--- config.mk ---
export PLATFORM = sky130hd
export DESIGN_NAME = seg_digit_scanner
export DESIGN_NICKNAME = d
export VERILOG_FILES = /design/src/rtl/seg_pkg.sv /design/src/rtl/scan_timer.sv /design/src/rtl/seg_digit_scanner.sv
export SDC_FILE = /design/constraint.sdc
export NUM_CORES = 1
export LEC_CHECK = 0
export ABC_AREA = 1
export BUFFER_PORTS_ARGS = -buffer_cell sky130_fd_sc_hd__buf_2
export CAP_MARGIN = 20
export CORE_ASPECT_RATIO = 0.9
export CORE_MARGIN = 2
export CORE_UTILIZATION = 40
export CTS_BUF_LIST = sky130_fd_sc_hd__clkbuf_2 sky130_fd_sc_hd__clkbuf_4 sky130_fd_sc_hd__clkbuf_8
export CTS_CLUSTER_SIZE = 10
export DETAILED_ROUTE_END_ITERATION = 7
export PLACE_DENSITY = 0.61
export SLEW_MARGIN = 10
export SYNTH_ARGS = -nofsm -noshare
export SYNTH_HDL_FRONTEND = slang
export SYNTH_SLANG_ARGS = --single-unit
--- constraint.sdc ---
create_clock -name i_CLK -period 1.9 [get_ports i_CLK]
set_input_delay 0.57 -clock i_CLK [delete_from_list [all_inputs] [get_ports i_CLK]]
set_output_delay 0.57 -clock i_CLK [all_outputs]
set_load 0.05 [all_outputs]
--- src/rtl/seg_pkg.sv ---
// Shared constants and sizing helpers for the digit scanner.
package seg_pkg;

    localparam int DIGIT_W    = 4;
    localparam int MAX_DIGITS = 8;

    // Width of the digit index register; a single digit still needs one bit.
    function automatic int digit_idx_w(input int n);
        return (n > 1) ? $clog2(n) : 1;
    endfunction

endpackage

--- src/rtl/scan_timer.sv ---
// Dwell divider and digit index counter; flags dead time, dwell end and frame end.
module scan_timer
    import seg_pkg::*;
#(
    parameter int NUM_DIGITS  = 4,
    parameter int SCAN_DIV    = 50000,
    parameter int DEAD_CYCLES = 2,
    localparam int IDX_W      = digit_idx_w(NUM_DIGITS)
) (
    input  logic             clk,
    input  logic             rst_n,
    output logic [IDX_W-1:0] dig_idx,
    output logic             dead,
    output logic             dwell_end,
    output logic             frame_end
);

    localparam int CNT_W = $clog2(SCAN_DIV);
    localparam logic [CNT_W-1:0] CNT_LAST = CNT_W'(SCAN_DIV - 1);
    localparam logic [IDX_W-1:0] IDX_LAST = IDX_W'(NUM_DIGITS - 1);

    logic [CNT_W-1:0] div_cnt;

    always_ff @(posedge clk) begin
        if (!rst_n) begin
            div_cnt <= '0;
            dig_idx <= '0;
        end else if (dwell_end) begin
            div_cnt <= '0;
            dig_idx <= (dig_idx == IDX_LAST) ? '0 : dig_idx + IDX_W'(1);
        end else begin
            div_cnt <= div_cnt + CNT_W'(1);
        end
    end

    assign dwell_end = (div_cnt == CNT_LAST);
    assign frame_end = dwell_end && (dig_idx == IDX_LAST);
    assign dead      = int'(div_cnt) < DEAD_CYCLES;

endmodule

--- src/rtl/seg_digit_scanner.sv ---
// Multiplexed hex digit scanner: double-buffered value, one-hot digit enables,
// dead time and leading-zero blanking, all outputs registered.
module seg_digit_scanner
    import seg_pkg::*;
#(
    parameter int NUM_DIGITS    = 4,
    parameter int SCAN_DIV      = 50000,
    parameter int DEAD_CYCLES   = 2,
    parameter int BLANK_LEADING = 1
) (
    input  logic                          i_CLK,
    input  logic                          i_RST_N,
    input  logic [DIGIT_W*NUM_DIGITS-1:0] i_VALUE,
    input  logic                          i_VALUE_VALID,
    output logic                          o_VALUE_READY,
    output logic [DIGIT_W-1:0]            o_BINARY,
    output logic [NUM_DIGITS-1:0]         o_DIGIT_EN,
    output logic                          o_FRAME_DONE
);

    localparam int IDX_W = digit_idx_w(NUM_DIGITS);

    logic [DIGIT_W*NUM_DIGITS-1:0] disp_reg;
    logic [DIGIT_W*NUM_DIGITS-1:0] pend_reg;
    logic                          pend_full;
    logic [IDX_W-1:0]              dig_idx;
    logic                          dead;
    logic                          dwell_end;
    logic                          frame_end;
    logic                          boundary;
    logic [NUM_DIGITS-1:0]         blank;
    logic                          upper_zero;

    scan_timer #(
        .NUM_DIGITS (NUM_DIGITS),
        .SCAN_DIV   (SCAN_DIV),
        .DEAD_CYCLES(DEAD_CYCLES)
    ) u_scan_timer (
        .clk      (i_CLK),
        .rst_n    (i_RST_N),
        .dig_idx  (dig_idx),
        .dead     (dead),
        .dwell_end(dwell_end),
        .frame_end(frame_end)
    );

    assign boundary      = dwell_end && frame_end;
    assign o_VALUE_READY = !pend_full;

    // Value only swaps at a frame boundary; a transfer landing on the boundary bypasses pend_reg.
    always_ff @(posedge i_CLK) begin
        if (!i_RST_N) begin
            disp_reg  <= '0;
            pend_reg  <= '0;
            pend_full <= 1'b0;
        end else if (boundary) begin
            if (pend_full) begin
                disp_reg  <= pend_reg;
                pend_full <= 1'b0;
            end else if (i_VALUE_VALID) begin
                disp_reg <= i_VALUE;
            end
        end else if (i_VALUE_VALID && !pend_full) begin
            pend_reg  <= i_VALUE;
            pend_full <= 1'b1;
        end
    end

    // Digit k blanks when it and every digit above it are zero; digit 0 always shows.
    always_comb begin
        blank      = '0;
        upper_zero = 1'b1;
        for (int k = NUM_DIGITS - 1; k > 0; k--) begin
            upper_zero = upper_zero && (disp_reg[DIGIT_W*k +: DIGIT_W] == '0);
            blank[k]   = (BLANK_LEADING != 0) && upper_zero;
        end
    end

    always_ff @(posedge i_CLK) begin
        if (!i_RST_N) begin
            o_BINARY     <= '0;
            o_DIGIT_EN   <= '0;
            o_FRAME_DONE <= 1'b0;
        end else begin
            o_BINARY     <= disp_reg[DIGIT_W*dig_idx +: DIGIT_W];
            o_DIGIT_EN   <= (dead || blank[dig_idx]) ? '0 : NUM_DIGITS'(1) << dig_idx;
            o_FRAME_DONE <= boundary;
        end
    end

endmodule

-- Word-level counts from Yosys, hierarchy flattened
Cells that the tools add are included.
- shift operators: 2
- reduce and logical (&&, ||, !) cells: 16
- bitwise logic cells: 2
- order comparisons: 2
- add/sub/neg operators: 2
- equality and inequality tests: 2
- mux-type cells: 5
- operators with widths (kind ; number):
    $mux 16 ; 2
    $add 16x1->16 const B ; 1
    $eq 16x16->1 const B ; 1
    $lt 16x2->1 const B ; 1
    $shiftx 16x5->4 ; 1
    $logic_not 4->1 ; 3
    $reduce_or 2->1 ; 3
    $logic_and 1x1->1 ; 5
    $reduce_and 2->1 ; 2
    $shl 1x2->4 const A ; 1
    $lt 2x3->1 const B ; 1
    $add 2x1->2 const B ; 1
    $bmux 1 s2 ; 1
    $eq 2x2->1 const B ; 1
    $mux 2 ; 1
    $not 1->1 ; 2
    $reduce_bool 2->1 ; 1
    $logic_not 1->1 ; 1
    $logic_or 1x1->1 ; 1
    $mux 1 ; 1
- logic and storage cells: 39
- input port bits: 19
- output and inout bits: 10
- register bits after elaboration: 60

-- Longest topological paths before layout
Gate-level depths: netlist of the first run.
- depth after elaboration: 7
- gate-level depth with buffers: 9
- gate-level depth less buffers: 9

-- Hierarchy
From an unflattened synthesis of the first run, not the netlist that was laid out.
- cell total of the unflattened synthesis: 363
- area, all modules: 2617.5 um2
- by module, submodules not included (module ; instances ; area each (um2) ; seq. area each (um2) ; cells an instance):
    seg_digit_scanner ; 1 ; 1665.3 ; 840.8 ; 221
    scan_timer ; 1 ; 952.2 ; 360.3 ; 142

-- Worst setup path after synthesis of the first run
No wires, ideal clock.
- kind: register to register
- start point: reg pend_full
- end point: reg disp_reg[10]
- period minus slack after synthesis: 1.447 ns
- slack: 0.453 ns
- arrival time: 1.383 ns
- path buffers: 2
- cell stages (with the launch flop): 8
- cells stage by stage: dfxtp_1 > clkbuf_2 > inv_1 > nand2_1 > nand4_4 > buf_2 > nor2_1 > nor2_1
- word-level cells in the longest chain between the ends: 2
- elaborated cells on any way between the ends: 3
- RTL lines (element ; line ; RTL):
    start: declaration ; seg_digit_scanner.sv:25 ; logic pend_full;
    start signal: assignment ; seg_digit_scanner.sv:55 ; pend_full <= 1'b0;
    start signal: assignment ; seg_digit_scanner.sv:59 ; pend_full <= 1'b0;
    start signal: assignment ; seg_digit_scanner.sv:65 ; pend_full <= 1'b1;
    $reduce_bool 2->1 (no line) ; - ;
    $reduce_and 2->1 (no line) ; - ;
    end signal: assignment ; seg_digit_scanner.sv:58 ; disp_reg <= pend_reg;
    end signal: assignment ; seg_digit_scanner.sv:61 ; disp_reg <= i_VALUE;
    end: declaration ; seg_digit_scanner.sv:23 ; logic [DIGIT_W*NUM_DIGITS-1:0] disp_reg;
Several ways; a longest one is shown, not always the timed one.
A chain may end at the register's enable or synchronous reset.

-- Worst setup path after layout of the first run
- start point: reg u_scan_timer.div_cnt[0]
- end point: reg u_scan_timer.div_cnt[12]
- word-level cells in the longest chain between the ends: 2
- elaborated cells on any way between the ends: 3
- RTL lines (element ; line ; RTL):
    start: declaration ; scan_timer.sv:22 ; logic [CNT_W-1:0] div_cnt;
    start signal: assignment ; scan_timer.sv:32 ; div_cnt <= div_cnt + CNT_W'(1);
    parallel branches: the longest is 2 deep, another holds $add 16x1->16 ; - ;
Several ways; the timed one is not identified.

==> results of run 1 <==
[cells in the mapped netlist]
cell type and count:
sky130_fd_sc_hd__nor3_1 3, sky130_fd_sc_hd__nand3_2 13, sky130_fd_sc_hd__nor3b_1 1, sky130_fd_sc_hd__a21oi_1 34
sky130_fd_sc_hd__nand3_4 1, sky130_fd_sc_hd__o21ai_1 2, sky130_fd_sc_hd__o21ai_0 21, sky130_fd_sc_hd__or2_2 2
sky130_fd_sc_hd__nand2_1 97, sky130_fd_sc_hd__buf_4 4, sky130_fd_sc_hd__dfxtp_1 60, sky130_fd_sc_hd__a22oi_1 4
sky130_fd_sc_hd__xnor2_1 1, sky130_fd_sc_hd__nand4_1 2, sky130_fd_sc_hd__nand3_1 13, sky130_fd_sc_hd__buf_2 3
sky130_fd_sc_hd__nor2_4 2, sky130_fd_sc_hd__buf_6 5, sky130_fd_sc_hd__inv_1 45, sky130_fd_sc_hd__o21a_1 1
sky130_fd_sc_hd__xor2_1 3, sky130_fd_sc_hd__ha_1 2, sky130_fd_sc_hd__nor2_1 90, sky130_fd_sc_hd__o21bai_1 1
sky130_fd_sc_hd__clkbuf_1 6, sky130_fd_sc_hd__nand2_2 3, sky130_fd_sc_hd__clkbuf_2 1, sky130_fd_sc_hd__nand4_4 1
sky130_fd_sc_hd__inv_2 2
[cell families (layout without fill, tap and decap cells)]
group	count (synthesis)	count (layout)	synth area share, %
AOI/OAI and AO/OA	63	63	11.3
xor gates and xnor gates	4	4	1.20
adders and majority gates	2	2	0.856
and+or+nand+nor	228	228	35.1
buffers and inverters	66	97	10.4
DFF	60	60	41.1
[power groups by stage]
stage	combinational (mW)	sequential (mW)	clock [mW]
final	0.207	1.31	1.04
after global routing	0.237	1.31	1.13
after CTS	0.209	1.31	1.07
after detailed placement	0.209	1.34	0
after global placement	0.206	1.34	0
after floorplan	0.151	1.34	0
[placed cells by master (no fill, tap or decap), types with 2 or more instances in the layout]
cell type                   n
sky130_fd_sc_hd__nand2_1   97
sky130_fd_sc_hd__nand3_1   13
sky130_fd_sc_hd__clkbuf_8  11
sky130_fd_sc_hd__clkinv_2   2
sky130_fd_sc_hd__nor2_1    89
sky130_fd_sc_hd__nand2_2    3
sky130_fd_sc_hd__nor2_4     2
sky130_fd_sc_hd__nor3_1     3
sky130_fd_sc_hd__buf_12     3
sky130_fd_sc_hd__buf_2     28
sky130_fd_sc_hd__o21ai_0   21
sky130_fd_sc_hd__nand4_1    2
sky130_fd_sc_hd__xor2_1     3
sky130_fd_sc_hd__inv_2      2
sky130_fd_sc_hd__clkbuf_4   2
sky130_fd_sc_hd__a21oi_1   34
sky130_fd_sc_hd__dfxtp_1   60
sky130_fd_sc_hd__ha_1       2
sky130_fd_sc_hd__buf_4      4
sky130_fd_sc_hd__inv_1     45
sky130_fd_sc_hd__nand3_2   13
sky130_fd_sc_hd__a22oi_1    4
sky130_fd_sc_hd__o21ai_1    2
sky130_fd_sc_hd__or2_2      2
[layout make-up]
type	count	area share, %
multi-input combinational	297	42.7
sequential	60	36.2
timing repair buffer	35	6.94
inverter	47	5.32
clock buffer	13	5.02
tap	93	3.51
clock inverter	2	0.302
[worst max-delay path: stages, from the launching register on]
cell,delay [ps]
sky130_fd_sc_hd__dfxtp_1,350
sky130_fd_sc_hd__ha_1,210
sky130_fd_sc_hd__nand3_2,130
sky130_fd_sc_hd__nor2_4,210
sky130_fd_sc_hd__nand2_1,140
sky130_fd_sc_hd__nand2_2,270
sky130_fd_sc_hd__inv_1,90
sky130_fd_sc_hd__nand2_1,70
sky130_fd_sc_hd__nor2_1,40
[worst min-delay path by stage]
stage / from / end / slack (ps) / cells after the start
after detailed placement: u_scan_timer.div_cnt[0] / u_scan_timer.div_cnt[0] / 440 / 1
after global routing: u_scan_timer.div_cnt[0] / u_scan_timer.div_cnt[0] / 490 / 1
after floorplan: u_scan_timer.div_cnt[0] / u_scan_timer.div_cnt[0] / 420 / 1
after global placement: u_scan_timer.div_cnt[0] / u_scan_timer.div_cnt[0] / 430 / 1
after CTS: u_scan_timer.div_cnt[0] / u_scan_timer.div_cnt[0] / 450 / 1
final: u_scan_timer.div_cnt[0] / u_scan_timer.div_cnt[0] / 450 / 1
[metrics by stage]
stage	utilization (%)	hold slack, ps	total power [mW]	setup WS [ps]	area [sq um]
finish	46.9	454	2.55	271	3320
floorplan	-	417	1.49	453	2920
global placement	44.4	433	1.54	324	3140
detailed placement	44.4	444	1.55	277	3140
CTS	46.9	453	2.59	259	3320
global route	46.9	491	2.68	111	3320
[metal layers]
layer,GRT usage [%],vias up
li1,-,1372
met1,23.2,1135
met2,22.6,54
met3,5.77,6
met4,5.53,0
met5,0,-
==> qor.tcl, run 1 <==
set qor(regToRegEndpoint) {u_scan_timer.div_cnt[12]}
set qor(route.layer.met1.wl_microns) 3140
set qor(postCtsHoldBufs) 0
set qor(post_drt_via_cell_ratio) 4.69
set qor(postSynthNetCount) 444
set qor(min-delay-path-class) {flip-flop to flip-flop}
set qor(gp_routability_congestion) 0.823
set qor(die_area_sq_mm) 0.00800
set qor(area.growth.synth_to_final_pct) 13.6
set qor(max_freq_ghz) 0.614
set qor(rsz0062_at_grt) {false}
set qor(worst-slew-pin-transition_ps) 405
set qor(detail-route-antenna-nets) 0
set qor(max-slew-margin-rel_pct) 72.8
set qor(peakVddDrop_mv) 0.370
set qor(setup_tns_ps) 0
set qor(chipWidth_microns) 94.1
set qor(initial_util_pct) 41.3
set qor(globalRouteOverflowTotal) 0
set qor(synth_top_area_share_pct) 41.1
set qor(period_share_pct) 85.7
set qor(p_sw_share_pct) 24.2
set qor(avg_inst_size_synth_sq_um) 6.91
set qor(htreeDepth) 3
set qor(p_int_mw) 1.93
set qor(ys.warnings.count) 0
set qor(num-fill-cells) 753
set qor(rr_worst_depth) 8
set qor(flip_flop_and_latch_count_after_synthesis) 60
set qor(cts-resized-gates) 0
set qor(netSwitchingPower_mw) 0.618
set qor(fin_nets) 471
set qor(standard_cell_rows) 29
set qor(fp.dieH_microns) 85.1
set qor(synth_cell_types) 29
set qor(synth_cells) 423
set qor(dr_wl_met3_microns) 312
set qor(run_status) {completed}
set qor(worst_skew_pair_later_pin_latency_ps) 340
set qor(report.final.setup_viol) 0
set qor(cts-buffers-inserted) 9
set qor(highest_layer) {met4}
set qor(pin_count_of_the_biggest_net_entering_global_routing) 35
set qor(global_route.usage.total_pct) 16.2
set qor(drive_above_1_share_pct) 16.5
set qor(crit_end) {u_scan_timer.div_cnt[12]}
set qor(drc) 0
set qor(sequential_cell_area_fraction_in_the_yosys_report_pct) 41.1
set qor(slew_violations) 0
set qor(timing.critical_path.to_type) {flip-flop}
set qor(comb_power_share_pct) 8.1
set qor(area_used_by_multi_input_combinational_logic_sq_mm) 0.00142
set qor(detail_route.wl_per_cell_microns) 11.0
set qor(place_inst) 532
set qor(grt_antenna_before_repair) 0
set qor(timing.max_cap.violations) 0
set qor(clockRootBuffer) {sky130_fd_sc_hd__clkbuf_8}
set qor(setup.reg_to_reg.worst_slack_ps) 270
set qor(tritoncts) {yes}
set qor(via_count) 2567
set qor(synth_top_area_cell) {sky130_fd_sc_hd__dfxtp_1}
set qor(buffer_ports.inserted) 28
set qor(longest_clk_path_bufs) 2
set qor(worst-path-max-fanout) 15
set qor(report.final.hold_viol_count) 0
set qor(buffers_inserted_by_post_cts_timing_repair) 0
set qor(antenna-diode-count) 0
set qor(worstSetupStartpointType) {flip-flop}
set qor(coreArea_sq_mm) 0.00708
set qor(seq_power_share_pct) 51.4
set qor(initialDrtViolationCount) 118
set qor(worstReg2RegStart) {u_scan_timer.div_cnt[0]}
set qor(critical_path.startpoint) {u_scan_timer.div_cnt[0]}
set qor(finClkSkew_ps) 12.9
set qor(synthesis.area_sq_mm) 0.00292
set qor(vias_in_the_first_global_route) 2216
set qor(cellPowerDensity_mw_per_mm2) 769
set qor(clkSlewWorstSetupHoldPaths_ps) 60
set qor(grt_pass1_wl_microns) 10300
set qor(leakage_power_nw) 1.55
set qor(worst-setup-path-type) {flip-flop to flip-flop}
set qor(clock_power_share_pct) 40.6
set qor(final_cell_count_no_fill) 547
set qor(seq_area_sq_mm) 0.00120
set qor(post-route-min-period_ps) 1630
set qor(hpwl_after_detailed_placement_microns) 4200
set qor(met2_length_microns) 2500
set qor(clock_sinks) 60
set qor(critical_path_required_ps) 2130
set qor(ys_top_cells_by_area) {sky130_fd_sc_hd__dfxtp_1 (41%), sky130_fd_sc_hd__nand2_1 (12%), sky130_fd_sc_hd__nor2_1 (12%)}
set qor(postRouteWirelength_microns) 6010
set qor(crit_arrival_ps) 1860
set qor(firstDrtPassIters) 4
set qor(io-pin-count) 29
(Power assumes the default switching activity.)
==> inputs of run 2 (changes only) <==
- ABC_AREA: 1 -> not set
==> qor.tcl, run 2 <==
set qor(worstReg2RegStart) {u_scan_timer.div_cnt[0]}
set qor(max_freq_ghz) 0.595 ;# -3.1%
set qor(clock_sinks) 60 ;# unchanged
set qor(report.final.setup_viol) 0 ;# unchanged
set qor(ys_top_cells_by_area) {sky130_fd_sc_hd__dfxtp_1 (43%), sky130_fd_sc_hd__mux2i_1 (12%), sky130_fd_sc_hd__nand2_1 (9.5%)}
set qor(drive_above_1_share_pct) 25.2 ;# +8.6 points
set qor(finClkSkew_ps) 7.73 ;# -5.22 ps
set qor(crit_arrival_ps) 1950 ;# +90 ps
set qor(coreArea_sq_mm) 0.00666 ;# -5.9%
set qor(die_area_sq_mm) 0.00763 ;# -4.6%
set qor(postCtsHoldBufs) 0 ;# unchanged
set qor(longest_clk_path_bufs) 2 ;# unchanged
set qor(detail-route-antenna-nets) 0 ;# unchanged
set qor(rsz0062_at_grt) {false}
set qor(drc) 0 ;# unchanged
set qor(clockRootBuffer) {sky130_fd_sc_hd__clkbuf_8}
set qor(worst-slew-pin-transition_ps) 436 ;# +31.6 ps
set qor(min-delay-path-class) {flip-flop to flip-flop}
set qor(io-pin-count) 29 ;# unchanged
set qor(critical-path-slowest-cell) {sky130_fd_sc_hd__dfxtp_1}
set qor(synth_top_area_share_pct) 43.2 ;# +2.1 points
set qor(fin_nets) 342 ;# -27%
set qor(cp_slowest_stage_delay_ps) 330 ;# -20 ps
set qor(ys_top_cells_by_count) {sky130_fd_sc_hd__nand2_1 (70), sky130_fd_sc_hd__dfxtp_1 (60), sky130_fd_sc_hd__mux2i_1 (32), sky130_fd_sc_hd__mux2_2 (16), sky130_fd_sc_hd__nor2_1 (16)}
set qor(standard_cell_rows) 28 ;# -3.4%
set qor(firstDrtPassIters) 5 ;# +1
set qor(regToRegEndpoint) {pend_reg[13]}
set qor(layout_commonest_cell) {sky130_fd_sc_hd__nand2_1}
set qor(buffer_ports.inserted) 28 ;# unchanged
set qor(cellPowerDensity_mw_per_mm2) 782 ;# +1.7%
set qor(critical_path_required_ps) 2170 ;# +40 ps
set qor(synth_cell_types) 40 ;# +38%
set qor(pin_count_of_the_biggest_net_entering_global_routing) 47 ;# +34%
set qor(cts-buffers-inserted) 9 ;# unchanged
set qor(ys.warnings.count) 0 ;# unchanged
set qor(worstSetupStartpointType) {flip-flop}
set qor(cts-resized-gates) 0 ;# unchanged
set qor(tritoncts) {yes}
set qor(postSynthNetCount) 311 ;# -30%
set qor(antenna-diode-count) 0 ;# unchanged
set qor(area.growth.synth_to_final_pct) 15.9
set qor(max-slew-margin-rel_pct) 70.2 ;# -2.7 points
set qor(clkSlewWorstSetupHoldPaths_ps) 70 ;# about the same
set qor(leakage_power_nw) 1.29 ;# -16%
set qor(initialDrtViolationCount) 108 ;# -8.5%
set qor(chipWidth_microns) 91.9 ;# -2.3%
set qor(sequential_cell_area_fraction_in_the_yosys_report_pct) 43.2 ;# +2.1 points
set qor(vias_in_the_first_global_route) 1940 ;# -12%
set qor(worst_skew_pair_later_pin_latency_ps) 340 ;# about the same
set qor(rr_worst_depth) 6 ;# -2
set qor(global_route.usage.total_pct) 15.5 ;# -0.76 points
set qor(critical_path.cell_chain) {ha_2 -> and3_1 -> and2_4 -> a311oi_4 -> buf_12 -> mux2i_1}
set qor(gp_routability_congestion) 0.783 ;# -4.8%
set qor(worst-setup-path-type) {flip-flop to flip-flop}
set qor(postRouteWirelength_microns) 5500 ;# -8.4%
set qor(most-common-layout-cells) {sky130_fd_sc_hd__nand2_1 (70), sky130_fd_sc_hd__dfxtp_1 (60), sky130_fd_sc_hd__mux2i_1 (32)}
set qor(avg_inst_size_synth_sq_um) 9.59 ;# +39%
set qor(globalRouteOverflowTotal) 0 ;# unchanged
set qor(post_layout_util_pct) 48.4 ;# +1.5 points
set qor(setup.reg_to_reg.worst_slack_ps) 220 ;# -50 ps
set qor(whs_endpoint) {pend_reg[11]}
set qor(buffers_inserted_by_post_cts_timing_repair) 0 ;# unchanged
set qor(setup_tns_ps) 0 ;# unchanged
set qor(async_reset_ff_share_pct) 0 ;# unchanged
set qor(post_drt_via_cell_ratio) 4.93 ;# +5.1%
set qor(report.final.hold_viol_count) 0 ;# unchanged
set qor(post-synth-top-count-cell) {sky130_fd_sc_hd__nand2_1}
set qor(hpwl_after_detailed_placement_microns) 3930 ;# -6.5%
set qor(synthesis.area_sq_mm) 0.00278 ;# -4.8%
set qor(via_count) 2051 ;# -20%
set qor(slew_violations) 0 ;# unchanged
set qor(htreeDepth) 3 ;# unchanged
set qor(synth_cells) 290 ;# -31%
set qor(grt_pass1_wl_microns) 9340 ;# -9.0%
set qor(synth_top_area_cell) {sky130_fd_sc_hd__dfxtp_1}
set qor(timing.critical_path.to_type) {flip-flop}
set qor(synth_edf_count) 0 ;# unchanged
set qor(flip_flop_and_latch_count_after_synthesis) 60 ;# unchanged
set qor(yosys_most_used_dff) {sky130_fd_sc_hd__dfxtp_1}
set qor(worst-path-max-fanout) 16 ;# +1
set qor(min-delay-start) {pend_reg[11]}
set qor(timing.hold.worst_path_depth) 2 ;# +1
set qor(timing.max_cap.violations) 0 ;# unchanged
set qor(grt_antenna_before_repair) 0 ;# unchanged
set qor(initial_util_pct) 41.8 ;# +0.48 points
set qor(period_share_pct) 88.5 ;# +2.7 points
set qor(fp.dieH_microns) 83.1 ;# -2.3%
set qor(post-route-min-period_ps) 1680 ;# +51.8 ps
set qor(peakVddDrop_mv) 0.384 ;# +3.7%
set qor(run_status) {completed}
set qor(detail_route.wl_per_cell_microns) 13.2 ;# +20%
## run 2: final cells by class
cell class              count  area [sq um]
clock inverters             5          27.5
well taps                  90           113
flip-flops and latches     60          1200
inverters                   4          15.0
fillers                   658          3430
clock buffers              11           145
repair buffers             38           253
multi-input cells         208          1470
## run 2: kinds of logic after synthesis
| family | share of synthesized area [%] |
|---|---|
| compound gates | 4.14 |
| xor+xnor | 3.78 |
| fa+ha+maj | 0.900 |
| buf+inv | 4.05 |
| flops | 43.2 |
| mux | 21.2 |
| simple gates | 22.7 |
## run 2: report_power, final
part,switching (mW),leakage (nW),internal (mW)
clock network,0.489,0.0923,0.513
logic,0.114,0.714,0.0979
registers,0.0189,0.487,1.29
## run 2: worst max path at each step
stage	from	to	slack [ps]	cells past startpoint
3_5_place_dp	u_scan_timer.div_cnt[0]	pend_reg[14]	210	6
2_1_floorplan	u_scan_timer.div_cnt[0]	pend_reg[10]	20	7
3_3_place_gp	u_scan_timer.div_cnt[0]	pend_reg[9]	280	6
4_1_cts	pend_full	o_VALUE_READY	200	2
5_1_grt	u_scan_timer.div_cnt[0]	pend_reg[15]	100	6
6_report	u_scan_timer.div_cnt[0]	pend_reg[13]	220	6
## run 2: metal layers
metal / global-route usage, % / wire length (microns)
met5: 0 / 0
met4: 6.51 / 52
met1: 23.3 / 3080
met2: 19.9 / 2120
met3: 4.99 / 254
## run 2: critical path: cells and delay by family, from the launching register on
kind / cells / cell delay (ps)
muxes: 1 / 200
AOI/OAI and AO/OA: 1 / 290
buffers and inverters: 1 / 210
adders and majority gates: 1 / 200
DFF: 1 / 330
and+or+nand+nor: 2 / 380
## run 2: metrics by stage
step	area [sq um]	std cells	setup slack, ps	total power, mW	hold WS, ps
after floorplan	2780	290	16.1	1.48	428
after global placement	3050	400	275	1.54	439
after detailed placement	3050	400	213	1.55	446
after CTS	3220	416	200	2.55	457
after global routing	3220	416	97.4	2.63	477
final	3220	416	219	2.52	455
